[src/rtl/register_bank.sv]
// Parametrised register bank: two combinational read ports, one write port,
// in-place INC/DEC with flags, two-cycle SWAP and single-cycle CLEAR.
package controlpack;
  typedef enum logic [2:0] {
    OP_NOP   = 3'd0,
    OP_WRITE = 3'd1,
    OP_INC   = 3'd2,
    OP_DEC   = 3'd3,
    OP_SWAP  = 3'd4,
    OP_CLEAR = 3'd5
  } bank_op_e;

  typedef struct packed {
    logic zero;
    logic carry;
  } bank_flags_t;
endpackage

module register_bank_cell #(
  parameter int W = 8
) (
  input  logic         clock,
  input  logic         reset,
  input  logic         clr,
  input  logic         we,
  input  logic [W-1:0] d,
  output logic [W-1:0] q
);
  always_ff @(negedge clock) begin
    if (reset || clr) q <= '0;
    else if (we)      q <= d;
  end
endmodule

module register_bank
  import controlpack::*;
#(
  parameter int DATA_BUS_WIDTH = 8,
  parameter int NUM_REGS       = 8,
  localparam int SEL_WIDTH     = $clog2(NUM_REGS)
) (
  input  logic                      clock,
  input  logic                      reset,
  input  logic [2:0]                op,
  input  logic [SEL_WIDTH-1:0]      wr_sel,
  input  logic [SEL_WIDTH-1:0]      reg_1_out_sel,
  input  logic [SEL_WIDTH-1:0]      reg_2_out_sel,
  input  logic [DATA_BUS_WIDTH-1:0] reg_data_in,
  output logic [DATA_BUS_WIDTH-1:0] reg_1_out,
  output logic [DATA_BUS_WIDTH-1:0] reg_2_out,
  output logic                      busy,
  output logic                      zero_flag,
  output logic                      carry_flag
);
  typedef enum logic {IDLE, SWAP2} state_e;

  state_e                                   state, state_nxt;
  logic [NUM_REGS-1:0][DATA_BUS_WIDTH-1:0]  regs;
  logic [NUM_REGS-1:0]                      we;
  logic [DATA_BUS_WIDTH-1:0]                wdata, old_val, inc_val, dec_val;
  logic [DATA_BUS_WIDTH-1:0]                temp, temp_nxt;
  logic [SEL_WIDTH-1:0]                     swap_tgt, swap_tgt_nxt;
  logic                                     clr_all;
  bank_flags_t                              flags, flags_nxt;

  assign old_val = regs[wr_sel];
  assign inc_val = old_val + 1'b1;
  assign dec_val = old_val - 1'b1;

  // Only one register is written per edge, so all cells share one data bus.
  for (genvar i = 0; i < NUM_REGS; i++) begin : g_reg
    register_bank_cell #(.W(DATA_BUS_WIDTH)) u_cell (
      .clock (clock),
      .reset (reset),
      .clr   (clr_all),
      .we    (we[i]),
      .d     (wdata),
      .q     (regs[i])
    );
  end

  always_comb begin
    state_nxt    = state;
    we           = '0;
    wdata        = reg_data_in;
    temp_nxt     = temp;
    swap_tgt_nxt = swap_tgt;
    clr_all      = 1'b0;
    flags_nxt    = flags;
    if (state == SWAP2) begin
      we[swap_tgt] = 1'b1;
      wdata        = temp;
      state_nxt    = IDLE;
    end else begin
      case (op)
        OP_WRITE: we[wr_sel] = 1'b1;
        OP_INC: begin
          we[wr_sel]      = 1'b1;
          wdata           = inc_val;
          flags_nxt.zero  = (inc_val == '0);
          flags_nxt.carry = &old_val;
        end
        OP_DEC: begin
          we[wr_sel]      = 1'b1;
          wdata           = dec_val;
          flags_nxt.zero  = (dec_val == '0);
          flags_nxt.carry = (old_val == '0);
        end
        OP_SWAP: begin
          we[wr_sel]   = 1'b1;
          wdata        = regs[reg_2_out_sel];
          temp_nxt     = old_val;
          swap_tgt_nxt = reg_2_out_sel;
          state_nxt    = SWAP2;
        end
        OP_CLEAR: begin
          clr_all   = 1'b1;
          flags_nxt = '0;
        end
        default: ;
      endcase
    end
  end

  always_ff @(negedge clock) begin
    if (reset) begin
      state    <= IDLE;
      temp     <= '0;
      swap_tgt <= '0;
      flags    <= '0;
    end else begin
      state    <= state_nxt;
      temp     <= temp_nxt;
      swap_tgt <= swap_tgt_nxt;
      flags    <= flags_nxt;
    end
  end

  assign reg_1_out  = regs[reg_1_out_sel];
  assign reg_2_out  = regs[reg_2_out_sel];
  assign busy       = (state == SWAP2);
  assign zero_flag  = flags.zero;
  assign carry_flag = flags.carry;
endmodule

[config.mk]
export PLATFORM = sky130hd
export DESIGN_NAME = register_bank
export DESIGN_NICKNAME = d
export VERILOG_FILES = /design/src/rtl/register_bank.sv
export SDC_FILE = /design/constraint.sdc
export NUM_CORES = 1
export LEC_CHECK = 0
export BUFFER_PORTS_ARGS = -buffer_cell sky130_fd_sc_hd__buf_2
export CAP_MARGIN = 20
export CORE_AREA = 5 5 119 121
export CTS_CLUSTER_SIZE = 30
export DETAILED_ROUTE_END_ITERATION = 8
export DIE_AREA = 0 0 124 126
export GPL_TIMING_DRIVEN = 0
export PLACE_DENSITY = 0.57
export SKIP_CTS_REPAIR_TIMING = 1
export SLEW_MARGIN = 20
export SYNTH_ARGS = -nofsm -noshare
export SYNTH_HDL_FRONTEND = slang
export SYNTH_SLANG_ARGS = --single-unit
[constraint.sdc]
create_clock -name clock -period 2.6 [get_ports clock]
set_input_delay 0.26 -clock clock [delete_from_list [all_inputs] [get_ports clock]]
set_output_delay 0.26 -clock clock [all_outputs]
set_load 0.02 [all_outputs]
==> results.json, run 1 <==
{
  "timing.hold.ws_ns": 0.481,
  "yosys_register_bits": 78,
  "synth_fp_nets": 567,
  "wire_per_inst_um": 23.5,
  "min_path_type": "flop to flop",
  "hold_violations": 0,
  "grt_usage_pct": 24.9,
  "synthArstFlopShare_pct": 0,
  "io_pins": 41,
  "grt_setup_unrepaired": "true",
  "cellPowerDensity_nw_per_um2": 520,
  "nets": 728,
  "p_leak_nw": 3.24,
  "grt_pass1_wl_um": 28900,
  "drt-total-wl_um": 20700,
  "avgViaCountPerCell": 6.21,
  "grt_overflow_total": 0,
  "h-tree-depth": 3,
  "final_layout_size_suffix_gt1_share_pct": 44.4,
  "syn_area_sq_um": 5360,
  "worstMarginPinSlew_ns": 1.07,
  "grt_pass1_vias": 5284,
  "place_ws_ns": -1.66,
  "setup_viol": 88,
  "yosysUniqueCellTypes": 64,
  "synth_area_per_cell_sq_um": 9.91,
  "max_cap_viol_count": 0,
  "io_buffers": 31,
  "post-place-cells": 748,
  "required_ns": 1.59,
  "layout.cells.non_filler": 881,
  "violations": "negative setup slack",
  "status": "complete, but fails checks",
  "coreArea_sq_um": 13000,
  "place.gp.congestion": 0.906,
  "clock_skew_ns": 0.0308,
  "arrival_ns": 2.58,
  "diodes": 0,
  "antenna_found_initial": 0,
  "cts_root_buffer": "clkbuf_16",
  "crit_fanout": 8,
  "dp_hpwl_um": 13400,
  "cts_tree": "done",
  "initial_core_util_pct": 41.3,
  "maxSlewViolCount": 0,
  "dr.pass1.iters": 5,
  "crit-reg2reg-launch": "busy$_SDFF_NP0_",
  "clockBufferDepth": 2,
  "fin_util_pct": 58.9,
  "seq_area_sq_um": 1610,
  "row_count": 42,
  "grt_max_degree": 13,
  "mostFrequentLayoutCell": "inv_1",
  "syn_to_final_growth_pct": 42.6,
  "cts.clk_slew.worst_paths_ns": 0.04,
  "drt_iter0_drc": 554,
  "peakVddDrop_uv": 340,
  "synth-seq-area-share_pct": 29.1,
  "multiInputGateArea_sq_um": 4080,
  "hp-start": "g_reg[3].u_cell.q[5]$_SDFFE_NP0P_",
  "synthCells": 541,
  "drcViolationCount": 0,
  "cts.sinks": 78,
  "worst_setup_path_end_kind": "flop",
  "layout_setup_ws_ns": -0.987,
  "critical_path_class": "input port to flop",
  "synthFlopType": "dfxtp_1",
  "fill_cells": 1147,
  "final_cell_mix": "inv_1 (79), nor2_1 (58), mux4_2 (46), dfxtp_1 (40), nand2_1 (38)",
  "maxSlewHeadroom_pct": 28.9,
  "clk_latency_ns": 0.42,
  "synth_edf_count": 0,
  "vias": 5470,
  "critPathLaunch": "wr_sel[0]",
  "die_w_um": 124,
  "die_h_um": 126,
  "cts_buffers": 9,
  "yosysWarnings": 0,
  "die_area_sq_um": 15600,
  "antenna_left": 0,
  "cp-start-kind": "input port"
}
## stage by stage
step           TNS, ns  power [W]  area, sq um
6_report        -60.33    0.00397         7650
5_1_grt         -64.66    0.00420         7650
4_1_cts         -78.09    0.00378         6540
3_5_place_dp   -102.61    0.00218         5970
3_3_place_gp    -99.60    0.00216         5970
2_1_floorplan   -61.60    0.00198         5590
## final timing paths
check	end	slack (ns)	cells past startpoint
worst max-delay path	g_reg[0].u_cell.q[4]$_SDFFE_NP0P_	-0.99	13
worst min-delay path	g_reg[3].u_cell.q[5]$_SDFFE_NP0P_	0.48	2
worst max register to register	g_reg[6].u_cell.q[6]$_SDFFE_NP0P_	-0.06	7
worst min register to register	g_reg[3].u_cell.q[5]$_SDFFE_NP0P_	0.48	2
## synthesized netlist by cell type (all sizes together), types with 8 or more instances
| cell | count | area share (%) |
|---|---|---|
| dfxtp | 78 | 29 |
| nor2 | 62 | 4.3 |
| mux4 | 48 | 21 |
| nand2 | 41 | 2.9 |
| a21oi | 30 | 3.0 |
| clkbuf | 28 | 2.1 |
| a211oi | 26 | 3.7 |
| o21ai | 21 | 2.0 |
| a21o | 16 | 2.2 |
| buf | 16 | 2.3 |
| mux2 | 16 | 3.4 |
| nand3 | 16 | 1.5 |
| and3 | 15 | 1.8 |
| mux2i | 11 | 3.2 |
| nor3 | 11 | 1.6 |
| o22ai | 10 | 1.2 |
| nand2b | 9 | 1.1 |
| o311a | 8 | 1.5 |
| or3 | 8 | 0.93 |
## critical path, stage by stage
cell and delay (ns):
buf_16 0.10, mux4_2 0.53, mux2i_4 0.19, buf_12 0.14
inv_4 0.04, ha_4 0.16, inv_4 0.06, nor4_4 0.04
buf_4 0.14, o21a_1 0.21, o311ai_4 0.32, a21oi_4 0.17
a21o_1 0.19
## registers in the layout, indices dropped and copies added (netlist names)
register and count:
busy 1, temp 8, g.u_cell.q 64, carry_flag 1, swap_tgt 3, zero_flag 1
## cell families after synthesis
kind of cell    Yosys count  synth area share (%)
simple gates            182                  16.9
compound gates          145                  19.3
flops                    78                  29.1
mux                      75                  27.2
buf+inv                  51                  5.11
xor+xnor                  6                  1.33
fa+ha+maj                 4                 0.934
## final cells by class
class / count / share of cell area, %
timing repair buffer: 73 / 9.18
clock buffer: 9 / 2.95
sequential: 78 / 21.1
tap: 176 / 2.88
inverter: 4 / 0.327
multi-input combinational: 412 / 53.4
clock inverter: 83 / 4.57
buffer: 46 / 5.63
## layer usage
metal	track usage (%)	routed length [um]	share of wire, %
met3	7.09	1630	7.9
met4	11.9	886	4.3
met2	40.5	10200	49
met5	0	0	0
met1	30.1	7980	39
## report_power, final
part | internal [W] | switching, W
combinational | 0.000411 | 0.000494
clock | 0.000895 | 0.000872
sequential | 0.00126 | 0.0000447
total | 0.00256 | 0.00141
No activity file was read; power rests on OpenSTA's default activity.
==> run 2, diff against run 1 <==
CORE_AREA = 5 5 122 124   (was 5 5 119 121)
DIE_AREA = 0 0 127 129   (was 0 0 124 126)
PLACE_DENSITY = 0.54   (was 0.57)
==> results.json, run 2 (synthesis gave the netlist of run 1 again) <==
{
  "maxSlewViolCount": 0,
  "worst_setup_path_end_kind": "flop",
  "met3_wirelength_um": 1650,
  "max_cap_viol_count": 0,
  "maxUsedRoutingLayer": "met4",
  "wl_met1_um": 8510,
  "io_buffers": 31,
  "min_path_type": "flop to flop",
  "hold_violations": 0,
  "place_ws_ns": -1.60,
  "worstMarginPinSlew_ns": 0.971,
  "final_cell_mix": "inv_1 (80), nor2_1 (58), mux4_2 (46), dfxtp_1 (44), nand2_1 (39)",
  "mostFrequentLayoutCell": "inv_1",
  "layout.cells.non_filler": 895,
  "timing.hold.ws_ns": 0.487,
  "finalPower_w": 0.00407,
  "clockBufferDepth": 2,
  "h-tree-depth": 3,
  "io_pins": 41,
  "peakVddDrop_uv": 323,
  "drcViolationCount": 0,
  "vias": 5497,
  "post-place-cells": 752,
  "wl_met2_um": 10100,
  "diodes": 0,
  "cts_tree": "done",
  "cts.sinks": 78,
  "cts_root_buffer": "clkbuf_16",
  "critical_path_class": "input port to flop",
  "row_count": 43,
  "multiInputGateArea_sq_um": 4220,
  "die_area_sq_um": 16400,
  "p_leak_nw": 3.32,
  "antenna_found_initial": 0,
  "arrival_ns": 2.55,
  "place.gp.congestion": 0.874,
  "coreArea_sq_um": 13700,
  "initial_core_util_pct": 39.2,
  "grt_overflow_total": 0,
  "cp-start-kind": "input port",
  "cellPowerDensity_nw_per_um2": 519,
  "grt_pass1_wl_um": 29300,
  "wire_per_inst_um": 23.4,
  "maxSlewHeadroom_pct": 35.2,
  "cts_buffers": 9,
  "antenna_left": 0,
  "reg.largest.list": "g.u_cell.q (64), temp (8), swap_tgt (3)",
  "crit_fanout": 7,
  "required_ns": 1.59,
  "syn_to_final_growth_pct": 46.3,
  "layout_setup_ws_ns": -0.961,
  "grt_max_degree": 14,
  "cts.clk_slew.worst_paths_ns": 0.03,
  "final_layout_size_suffix_gt1_share_pct": 46.7,
  "violations": "negative setup slack",
  "die_w_um": 127,
  "nets": 736,
  "clock_skew_ns": 0.0291,
  "die_h_um": 129,
  "regMostFlops": "g.u_cell.q",
  "largest_reg_flops": 64,
  "dp_hpwl_um": 13600,
  "drt_iter0_drc": 459,
  "grt_pass1_vias": 5162,
  "fill_cells": 1182,
  "seq_area_sq_um": 1600,
  "dr.pass1.iters": 5,
  "grt_usage_pct": 23.8,
  "avgViaCountPerCell": 6.14,
  "drt-total-wl_um": 20900,
  "setup_viol": 84,
  "grt_setup_unrepaired": "true",
  "status": "complete, but fails checks",
  "clk_latency_ns": 0.43
}
run 2: cell count changes in the layout (fill, tap and decap cells not counted), moves of 3 or more:
cell / delta
buf_2: +3
buf_4: +8
o21ai_1: -5
o311a_4: +4
dfxtp_2: -3
o21ai_2: +5
o311a_1: -4
dfxtp_1: +4
buf_8: -4
run 2: where the power goes:
part           switching (W)  internal (W)
Clock               0.000915      0.000907
Combinational       0.000509      0.000434
Sequential         0.0000429       0.00126
run 2: layer usage:
| metal | global-route usage [%] | vias up |
|---|---|---|
| met5 | 0 | - |
| met4 | 10.3 | 0 |
| met3 | 6.02 | 53 |
| met2 | 38.3 | 273 |
| met1 | 30.6 | 2746 |
| li1 | - | 2425 |
run 2: worst max-delay path, stage by stage:
cell       delay, ns
clkbuf_16       0.13
mux4_2          0.53
mux2i_4         0.25
buf_4           0.17
ha_4            0.14
and4_4          0.26
a22oi_4         0.11
xor2_4          0.21
or3_1           0.36
o2111a_1        0.13
run 2: metrics by stage:
stage,TNS (ns),instance area [sq um],util (%)
CTS,-76.62,6560,48.0
floorplan,-61.60,5590,-
detailed placement,-101.17,5980,43.7
global placement,-100.16,5970,43.7
finish,-58.65,7840,57.4
global route,-61.81,7840,57.4
run 2: area by class of cell:
| class | instances | area share (%) |
|---|---|---|
| Multi-Input combinational cell | 413 | 53.8 |
| Sequential cell | 78 | 20.5 |
| Timing Repair Buffer | 80 | 9.54 |
| Buffer | 46 | 5.57 |
| Clock inverter | 85 | 4.64 |
| Clock buffer | 9 | 2.87 |
| Tap cell | 180 | 2.87 |
| Inverter | 4 | 0.255 |
run 2: final timing paths:
kind                                                        start                           endpoint  slack, ns  cells after the start
worst min-delay path            g_reg[7].u_cell.q[6]$_SDFFE_NP0P_  g_reg[7].u_cell.q[6]$_SDFFE_NP0P_       0.49                      2
worst max register to register                    busy$_SDFF_NP0_  g_reg[2].u_cell.q[5]$_SDFFE_NP0P_      -0.15                      6
worst max-delay path                                    wr_sel[0]  g_reg[0].u_cell.q[6]$_SDFFE_NP0P_      -0.96                     10
worst min register to register  g_reg[7].u_cell.q[6]$_SDFFE_NP0P_  g_reg[7].u_cell.q[6]$_SDFFE_NP0P_       0.49                      2
==> run 3, diff against run 2 <==
BUFFER_PORTS_ARGS = -buffer_cell sky130_fd_sc_hd__buf_4   (was -buffer_cell sky130_fd_sc_hd__buf_2)
==> results.json, run 3 (synthesis gave the netlist of run 1 again) <==
{
  "grt_pass1_wl_um": 29100,
  "coreArea_sq_um": 13700,
  "cp-start-kind": "input port",
  "regMostFlops": "g.u_cell.q",
  "drcViolationCount": 0,
  "grt_overflow_total": 0,
  "drt_iter0_drc": 403,
  "crit_family": "multiplexers",
  "cts.sinks": 78,
  "clk_latency_ns": 0.42,
  "wire_per_inst_um": 23.1,
  "violations": "negative setup slack",
  "post_dp_cell_area_sq_um": 6050,
  "drt-total-wl_um": 20300,
  "initial_core_util_pct": 39.2,
  "required_ns": 1.59,
  "cts_tree": "done",
  "grt_max_degree": 14,
  "r2r_cells": 6,
  "hold_violations": 0,
  "io_pins": 41,
  "max_cap_viol_count": 0,
  "largest_reg_flops": 64,
  "cts.clk_slew.worst_paths_ns": 0.03,
  "worstPathCellList": "buf_16, mux4_2, mux2i_4, buf_12, ha_4, and4_4, a22oi_4, xor2_4, or3_1, o2111a_1",
  "r2r_end": "g_reg[6].u_cell.q[5]$_SDFFE_NP0P_",
  "die_h_um": 129,
  "worst_setup_path_end_kind": "flop",
  "crit_path_top_delay_cell": "mux4_2",
  "path_buf_inv": 2,
  "reg.largest.list": "g.u_cell.q (64), temp (8), swap_tgt (3)",
  "arrival_ns": 2.48,
  "layout_setup_ws_ns": -0.889,
  "die_w_um": 127,
  "cts_buffers": 9,
  "post-place-cells": 752,
  "status": "complete, but fails checks",
  "antenna_left": 0,
  "antenna_found_initial": 0,
  "grt_pass1_vias": 5118,
  "hold_end": "g_reg[2].u_cell.q[5]$_SDFFE_NP0P_",
  "avgViaCountPerCell": 6.12,
  "setup_viol": 83,
  "min_path_cells": 2,
  "r2r_setup_slack_ns": -0.21,
  "critPathLaunch": "wr_sel[0]",
  "io_buffers": 31,
  "h-tree-depth": 3,
  "row_count": 43,
  "crit-reg2reg-launch": "busy$_SDFF_NP0_",
  "diodes": 0,
  "final_cell_mix": "inv_1 (79), nor2_1 (58), mux4_2 (46), dfxtp_1 (43), buf_4 (42)",
  "critical_path_class": "input port to flop",
  "stdcell_area_sq_um": 7630,
  "maxSlewHeadroom_pct": 37.7,
  "vias": 5377,
  "final_layout_size_suffix_gt1_share_pct": 44.6,
  "clock_skew_ns": 0.0244,
  "cellPowerDensity_nw_per_um2": 549,
  "worstMarginPinSlew_ns": 0.935,
  "dr.pass1.iters": 5,
  "cpPeakStageDelay_ns": 0.53,
  "mostFrequentLayoutCell": "inv_1",
  "place.gp.congestion": 0.894,
  "cts_root_buffer": "clkbuf_16",
  "peakVddDrop_uv": 389,
  "dp_hpwl_um": 13600,
  "grt_setup_unrepaired": "true",
  "grt_usage_pct": 23.7,
  "clockBufferDepth": 2,
  "die_area_sq_um": 16400,
  "min_path_type": "flop to flop",
  "nets": 719,
  "crit_fanout": 8,
  "p_leak_nw": 3.25,
  "hp-start": "g_reg[2].u_cell.q[5]$_SDFFE_NP0P_",
  "place_ws_ns": -1.78,
  "syn_to_final_growth_pct": 42.3,
  "maxSlewViolCount": 0,
  "fill_cells": 1236,
  "layout.cells.non_filler": 878
}
-- run 3: changes by cell type in the layout (fill, tap and decap cells not counted), sizes merged --
cell	previous run	this run
inv	85	82
clkinv	2	3
mux2i	12	11
bufinv	1	3
buf	105	87
clkbuf	29	31
-- run 3: area by class of cell --
| class | count | area, sq um | area share [%] |
|---|---|---|---|
| Buffer | 46 | 402 | 5.27 |
| Clock buffer | 9 | 225 | 2.95 |
| Clock inverter | 85 | 414 | 5.43 |
| Inverter | 4 | 17.5 | 0.230 |
| Multi-Input combinational cell | 412 | 4080 | 53.5 |
| Sequential cell | 78 | 1610 | 21.1 |
| Tap cell | 180 | 225 | 2.95 |
| Timing Repair Buffer | 64 | 657 | 8.61 |
-- run 3: where the power goes --
part           total (W)  internal [W]  switching [W]
sequential       0.00130       0.00126      0.0000436
combinational   0.000895      0.000411       0.000484
clock            0.00199       0.00110       0.000890
total            0.00419       0.00277        0.00142
-- run 3: worst min-delay path: stages (launching register included) --
cell	delay [ns]
dfxtp_2	0.32
nand2_1	0.06
o22ai_1	0.06
-- run 3: worst max-delay path by stage --
stage / endpoint / slack, ns / cells past startpoint
floorplan: g_reg[0].u_cell.q[6]$_SDFFE_NP0P_ / -1.16 / 9
global placement: g_reg[2].u_cell.q[6]$_SDFFE_NP0P_ / -1.72 / 8
detailed placement: g_reg[2].u_cell.q[6]$_SDFFE_NP0P_ / -1.78 / 8
CTS: g_reg[2].u_cell.q[6]$_SDFFE_NP0P_ / -1.38 / 8
global route: g_reg[0].u_cell.q[6]$_SDFFE_NP0P_ / -0.93 / 10
finish: g_reg[0].u_cell.q[6]$_SDFFE_NP0P_ / -0.89 / 10
-- run 3: metrics by stage --
stage / power (W) / util [%] / TNS (ns) / hold slack (ns)
after floorplan: 0.00198 / - / -61.60 / 0.445
after global placement: 0.00219 / 44.3 / -99.20 / 0.470
after detailed placement: 0.00219 / 44.3 / -100.50 / 0.473
after CTS: 0.00404 / 49.0 / -75.96 / 0.478
after global routing: 0.00444 / 55.8 / -59.58 / 0.498
final: 0.00419 / 55.8 / -56.03 / 0.483
-- run 3: layer usage --
| metal | global-route usage (%) | routed length [um] |
|---|---|---|
| met3 | 6.89 | 1680 |
| met1 | 29.8 | 8140 |
| met4 | 11.2 | 664 |
| met2 | 37.8 | 9780 |
| met5 | 0 | 0 |
